<file path="config.mk">
export PLATFORM = sky130hd
export DESIGN_NAME = tilemap_fetch_gen
export DESIGN_NICKNAME = d
export VERILOG_FILES = /design/src/rtl/tilemap_pkg.sv /design/src/rtl/tilemap_layer_regs.sv /design/src/rtl/tilemap_fetch_gen.sv
export SDC_FILE = /design/constraint.sdc
export NUM_CORES = 1
export LEC_CHECK = 0
export ABC_CLOCK_PERIOD_IN_PS = 2600
export CAP_MARGIN = 20
export CORE_AREA = 2 2 107 134
export DETAILED_ROUTE_END_ITERATION = 10
export DIE_AREA = 0 0 109 136
export GPL_ROUTABILITY_DRIVEN = 0
export PLACE_DENSITY = 0.7
export SETUP_SLACK_MARGIN = 0.5
export SLEW_MARGIN = 10
export SYNTH_ARGS = -nofsm -noshare
export SYNTH_HDL_FRONTEND = slang
export SYNTH_SLANG_ARGS = --single-unit
</file>
<file path="constraint.sdc">
create_clock -name CLK_6M -period 2.6 [get_ports CLK_6M]
set_clock_uncertainty 0.15 [all_clocks]
set_input_delay 0.52 -clock CLK_6M [delete_from_list [all_inputs] [get_ports CLK_6M]]
set_output_delay 0.52 -clock CLK_6M [all_outputs]
set_load 0.01 [all_outputs]
</file>
<file path="src/rtl/tilemap_pkg.sv">
// tilemap_pkg: register offsets and field-width helpers shared by the tilemap fetch generator
package tilemap_pkg;
  localparam logic [1:0] REG_HSCR_LO = 2'd0;
  localparam logic [1:0] REG_HSCR_HI = 2'd1;
  localparam logic [1:0] REG_VSCR = 2'd2;
  function automatic int layer_w(input int n);
    return (n <= 2) ? 1 : $clog2(n);
  endfunction
  function automatic int ra_w(input int lw, input int vbits, input int hbits);
    return lw + vbits + hbits - 5;
  endfunction
  function automatic int ga_w(input int code_w);
    return code_w + 4;
  endfunction
endpackage

</file>
<file path="src/rtl/tilemap_layer_regs.sv">
// tilemap_layer_regs: per-layer scroll and priority registers with CPU write decode
module tilemap_layer_regs
  import tilemap_pkg::*;
#(
  parameter int NUM_LAYERS = 2,
  parameter int HBITS = 9,
  parameter int VBITS = 8,
  parameter int LW = layer_w(NUM_LAYERS)
) (
  input  logic clk,
  input  logic rst_n,
  input  logic we,
  input  logic [LW+1:0] sel,
  input  logic [7:0] data,
  output logic [NUM_LAYERS*HBITS-1:0] hscroll,
  output logic [NUM_LAYERS*VBITS-1:0] vscroll,
  output logic [NUM_LAYERS*3-1:0] pri
);
  // write the addressed layer's register; reg 3 and layers beyond the count are dropped
  always_ff @(posedge clk)
    if (!rst_n) begin
      hscroll <= '0;
      vscroll <= '0;
      pri <= '0;
    end else if (we)
      for (int i = 0; i < NUM_LAYERS; i++)
        if (sel[LW+1:2] == LW'(i)) begin
          if (sel[1:0] == REG_HSCR_LO) hscroll[i*HBITS +: 8] <= data;
          if (sel[1:0] == REG_HSCR_HI) begin
            hscroll[i*HBITS+8 +: HBITS-8] <= data[HBITS-9:0];
            pri[i*3 +: 3] <= data[3:1];
          end
          if (sel[1:0] == REG_VSCR) vscroll[i*VBITS +: VBITS] <= data[VBITS-1:0];
        end
endmodule

</file>
<file path="src/rtl/tilemap_fetch_gen.sv">
// tilemap_fetch_gen: N-layer tile RAM fetch scheduler with double-buffered tile codes
module tilemap_fetch_gen
  import tilemap_pkg::*;
#(
  parameter int NUM_LAYERS = 2,
  parameter int HBITS = 9,
  parameter int VBITS = 8,
  parameter int CODE_W = 10,
  parameter int LW = layer_w(NUM_LAYERS)
) (
  input  logic CLK_6M,
  input  logic nRESET,
  input  logic nHSYNC,
  input  logic nVSYNC,
  input  logic FLIP,
  input  logic nLATCH,
  input  logic [LW+1:0] CA,
  input  logic [7:0] CD,
  input  logic [7:0] RD,
  output logic [ra_w(LW, VBITS, HBITS)-1:0] RA,
  output logic nROE,
  output logic [NUM_LAYERS*ga_w(CODE_W)-1:0] GA,
  output logic [NUM_LAYERS*3-1:0] FINE_X,
  output logic [NUM_LAYERS*3-1:0] PRI,
  output logic [NUM_LAYERS-1:0] TILE_STB
);
  localparam int RAW = ra_w(LW, VBITS, HBITS);
  localparam int GAW = ga_w(CODE_W);
  localparam logic [3:0] SLOTS = 4'(2 * NUM_LAYERS);
  logic [HBITS-1:0] hcnt, sx;
  logic [VBITS-1:0] vcnt, sy;
  logic hs_q, vs_q, nl_q, hs_fall, vs_fall, slot;
  logic [2:0] phase;
  logic [LW-1:0] lay, cap_lay;
  logic [NUM_LAYERS*HBITS-1:0] hscroll;
  logic [NUM_LAYERS*VBITS-1:0] vscroll;
  logic [NUM_LAYERS*3-1:0] pri;
  logic [HBITS-4:0] col [NUM_LAYERS];
  logic [VBITS-1:0] ycoord [NUM_LAYERS];
  logic [CODE_W-1:0] shadow [NUM_LAYERS];
  logic [CODE_W-1:0] active [NUM_LAYERS];
  logic [2:0] trow [NUM_LAYERS];

  assign hs_fall = hs_q & ~nHSYNC;
  assign vs_fall = vs_q & ~nVSYNC;
  assign phase = hcnt[2:0];
  assign slot = {1'b0, phase} < SLOTS;
  assign lay = LW'(phase >> 1);
  assign cap_lay = RA[RAW-1 -: LW];

  tilemap_layer_regs #(
    .NUM_LAYERS(NUM_LAYERS),
    .HBITS(HBITS),
    .VBITS(VBITS),
    .LW(LW)
  ) u_regs (
    .clk(CLK_6M),
    .rst_n(nRESET),
    .we(nl_q & ~nLATCH),
    .sel(CA),
    .data(CD),
    .hscroll(hscroll),
    .vscroll(vscroll),
    .pri(pri)
  );

  // flipped screen position and per-layer scrolled coordinates; the column looks one tile ahead
  always_comb begin
    sx = FLIP ? ~hcnt : hcnt;
    sy = FLIP ? ~vcnt : vcnt;
    for (int i = 0; i < NUM_LAYERS; i++) begin
      col[i] = sx[HBITS-1:3] + (HBITS-3)'(1) + hscroll[i*HBITS+3 +: HBITS-3];
      ycoord[i] = sy + vscroll[i*VBITS +: VBITS];
    end
  end

  // committed code and line per layer, with phase bit 2 picking the tile half
  always_comb
    for (int i = 0; i < NUM_LAYERS; i++) GA[i*GAW +: GAW] = {active[i], trow[i], phase[2]};

  // sync and latch edge detectors plus screen counters; vsync beats the hsync line step
  always_ff @(posedge CLK_6M)
    if (!nRESET) begin
      hcnt <= '0;
      vcnt <= '0;
      hs_q <= 1'b1;
      vs_q <= 1'b1;
      nl_q <= 1'b1;
    end else begin
      hs_q <= nHSYNC;
      vs_q <= nVSYNC;
      nl_q <= nLATCH;
      hcnt <= hs_fall ? '0 : hcnt + HBITS'(1);
      vcnt <= vs_fall ? '0 : hs_fall ? vcnt + VBITS'(1) : vcnt;
    end

  // issue fetch slots, capture returned bytes into the shadow codes, commit all layers at phase 7
  always_ff @(posedge CLK_6M)
    if (!nRESET) begin
      RA <= '0;
      nROE <= 1'b1;
      TILE_STB <= '0;
      FINE_X <= '0;
      PRI <= '0;
      for (int i = 0; i < NUM_LAYERS; i++) begin
        shadow[i] <= '0;
        active[i] <= '0;
        trow[i] <= '0;
      end
    end else begin
      nROE <= ~slot;
      if (slot) RA <= {lay, ycoord[lay][VBITS-1:3], col[lay], phase[0]};
      if (!nROE) begin
        if (RA[0]) shadow[cap_lay][CODE_W-1:8] <= RD[CODE_W-9:0];
        else shadow[cap_lay][7:0] <= RD;
      end
      TILE_STB <= {NUM_LAYERS{phase == 3'd7}};
      if (phase == 3'd7)
        for (int i = 0; i < NUM_LAYERS; i++) begin
          active[i] <= shadow[i];
          trow[i] <= ycoord[i][2:0];
          FINE_X[i*3 +: 3] <= hscroll[i*HBITS +: 3];
          PRI[i*3 +: 3] <= pri[i*3 +: 3];
        end
    end
endmodule

</file>
==> run_results.csv <==
group,metric,value,unit
route,vias,4405,
hold_path,min_path_type,"reg -> reg",
synth,ys_types,47,
power,ir_drop,336,µV
power,p_leak,3.45,nW
timing,rsz0062_at_grt,"true",
route,wl_met2,7.06,mm
route,drt_iter0_drc,190,
grt,antenna_found_initial,0,
timing,timing.final.crit_share,83.1,%
clock_tree,cts_root_buf,"clkbuf_16",
clock_tree,clkSinkCount,133,
timing,fmax,463,MHz
floorplan,die_y,136,µm
timing,fin_crit,2.16,ns
route,drc,0,
synth,synth_edf_count,46,
placement,portBuffers,80,
floorplan,ios,81,
finish,fin_util,59.5,%
synth,syn-mean-instance-area,10.7,µm²
route,ant_nets,0,
setup_path,critPathKind,"in -> reg",
synth,ys.flop_type,"dfxtp_1",
finish,fin_nets,729,
grt,gr-total-overflow,0,
power,p_per_area,614,mW/mm²
synth,synth-xor-area-share,5.86,%
timing,worst_slack,0.440,ns
synth,yosys.area.top_type,"dfxtp_1",
setup_path,crit_slowest_cell,"ha_1",
setup_path,critPathArrivalTime,2.36,ns
synth,synth_top_area_share,29.2,%
clock_tree,cts.clk_slew.worst_paths,0.06,ns
synth,synth_top_cells_by_area,"dfxtp_1 29%, edfxtp_1 23%, mux2i_1 9.4%, nor2_1 5.4%, ha_1 4.8%",
floorplan,coreArea,0.0136,mm²
setup_path,crit_required,2.80,ns
hold_path,hp-start,"u_regs.hscroll[14]$_SDFFE_PN0P_",
placement,place_ws,-0.444,ns
timing,slew_violations,0,
finish,layout-drive-gt1-share,19.7,%
route,routed.top_layer,"met4",
setup_path,critPathMaxStageDelay,0.30,ns
synth,synth_cells,557,
setup_path,crit_fanout,5,
route,m1WireLength,5.40,mm
floorplan,initial_utilization,43.8,%
job,max_cap_violations,0,
floorplan,dieWidth,109,µm
timing,worst-slew-pin-transition,0.510,ns
grt,grt_util_all_layers,18.6,%
finish,areaGrowthSynthToFinish,35.7,%
setup_path,crit_path_start,"FLIP",
synth,yosys.area_share.adder,5.99,%
route,wl_per_cell,15.4,µm
grt,grt_max_degree,56,
timing,relSlewSlack,65.8,%
status,status,"finished clean",
route,drt-total-wl,13.3,mm
setup_path,setup.worst_path.end_class,"flop",
setup_path,reg2reg_from,"vcnt[3]$_SDFFE_PP0P_",
route,via_per_inst,5.09,
synth,ys_seq_elements,133,
floorplan,die_area,0.0148,mm²
synth,ys_warn_count,0,
route,firstDrtPassIters,5,
clock_tree,hold_buffers,0,
timing,setup_viol,0,
floorplan,rows,48,
route,routed-wl-met3,490,µm
setup_path,crit_buf_inv,3,
setup_path,worstPathCellList,"buf_6, bufbuf_16, xor2_2, ha_1, buf_4, a211oi_2, o21bai_1, a21oi_2, xnor2_1, o22ai_1, nor2_1",
synth,syn_area,0.00597,mm²
synth,synth-seq-area-share,52.3,%
clock_tree,cts_tree,"built",
placement,hpwl,9.46,mm
synth,async_flop_share,0,%
synth,postSynthNetCount,608,
clock_tree,cts_inserted_buffers,17,
synth,synth_compound_area_share,7.25,%
setup_path,start_kind,"input pin",
clock_tree,clk_latency,0.42,ns
setup_path,crit_family,"compound AO/OA/AOI/OAI gates",
grt,first_global_vias,4309,
timing,hold_viol,0,
clock_tree,h-tree-depth,4,
grt,grt_pass1_wl,20.9,mm
clock_tree,cts_buffer_depth,2,
synth,synth-simple-area-share,15.5,%
synth,synthMuxAreaShare,10.1,%
finish,n_antenna_cell,0,
synth,synth_top_family_by_area,"simple AND/OR/NAND/NOR gates",
tightest hold or removal path: stages (launching register included):
cell and delay, ns:
dfxtp_1 0.32, mux2i_1 0.07, nor2_1 0.07
layout by cell type (no fill, tap or decap), types with 3 or more instances in the layout:
cell | synthesis | final
a211oi_1 | 7 | 4
a211oi_2 | 1 | 4
a21o_1 | 7 | 7
a21oi_1 | 19 | 12
a21oi_2 | 0 | 6
a31oi_1 | 3 | 3
and2_1 | 18 | 18
and3_1 | 29 | 29
buf_12 | 0 | 3
buf_4 | 4 | 46
buf_6 | 1 | 3
clkbuf_16 | 0 | 17
clkdlybuf4s50_1 | 0 | 79
clkinv_2 | 0 | 3
clkinv_4 | 0 | 7
dfxtp_1 | 87 | 74
dfxtp_2 | 0 | 5
dfxtp_4 | 0 | 8
edfxtp_1 | 46 | 46
fa_2 | 0 | 3
ha_1 | 23 | 19
inv_1 | 10 | 9
mux2_2 | 4 | 3
mux2i_1 | 56 | 55
nand2_1 | 19 | 19
nand2b_1 | 10 | 9
nand3_1 | 6 | 6
nand3b_1 | 3 | 3
nor2_1 | 86 | 85
nor2b_1 | 3 | 3
nor3b_1 | 3 | 3
o21ai_0 | 18 | 12
o21ai_1 | 1 | 6
o21bai_1 | 3 | 3
or3_1 | 3 | 3
xnor2_1 | 18 | 17
xor2_1 | 22 | 17
xor2_2 | 0 | 4
sequential cells by signal (all words and copies together) (netlist names), 6 cells and up:
register,cells
PRI,6
u_regs.vscroll,16
FINE_X,6
u_regs.hscroll,18
vcnt,8
RA,13
hcnt,9
trow,6
active,20
shadow,20
u_regs.pri,6
power by group:
group | internal (mW) | leakage [nW] | switching [mW]
combinational | 0.205 | 1.96 | 0.195
sequential | 2.21 | 1.19 | 0.0337
clock | 1.42 | 0.289 | 0.920
per-stage QoR:
| stage | hold slack [ns] | TNS, ns | std cells | power [mW] | area (µm²) |
|---|---|---|---|---|---|
| finish | 0.343 | 0 | 866 | 4.98 | 8110 |
| global route | 0.363 | 0 | 866 | 5.15 | 8110 |
| CTS | 0.337 | 0 | 862 | 5.01 | 8000 |
| detailed placement | 0.327 | -2.93 | 823 | 2.67 | 7280 |
| global placement | 0.319 | -2.21 | 823 | 2.66 | 7280 |
| floorplan | 0.291 | 0 | 557 | 2.48 | 6110 |
final timing paths:
check / endpoint / slack (ns) / cells past startpoint
min: u_regs.hscroll[14]$_SDFFE_PN0P_ / 0.34 / 2
max reg2reg: RA[11]$_SDFFE_PN0N_ / 0.45 / 8
max: RA[10]$_SDFFE_PN0N_ / 0.44 / 11
min reg2reg: u_regs.hscroll[14]$_SDFFE_PN0P_ / 0.34 / 2
layout make-up:
class / instances / area (µm²)
clock inverter: 14 / 154
tap: 175 / 219
sequential: 133 / 3160
clock buffer: 18 / 429
timing repair buffer: 132 / 1260
inverter: 10 / 37.5
fill: 1098 / 5520
multi-input combinational: 384 / 2850
metal layers:
| layer | global-route usage, % | up-vias |
|---|---|---|
| li1 | - | 2180 |
| met1 | 20.2 | 2108 |
| met2 | 33.2 | 96 |
| met3 | 5.08 | 21 |
| met4 | 8.76 | 0 |
| met5 | 0 | - |
timing repair:
item | 4_1_cts | 5_1_grt
endpoints found under the setup margin | 25 | 7
pin swaps | 23 | 23
resized for setup | 31 | 18
gates cloned | 1 | 0
setup buffers | 6 | 4
cell families after synthesis:
logic type / after synthesis
compound gates: 69
fa+ha+maj: 27
simple gates: 188
flops: 133
buf+inv: 40
mux: 60
xor+xnor: 40
Yosys cell counts, types with 18 or more instances:
library cell,count
nand2_1,19
mux2i_1,56
dfxtp_1,87
o21ai_0,18
and2_1,18
a21oi_1,19
ha_1,23
edfxtp_1,46
xnor2_1,18
nor2_1,86
and3_1,29
xor2_1,22
clkbuf_1,19
Power figures use the tool's default switching activity.
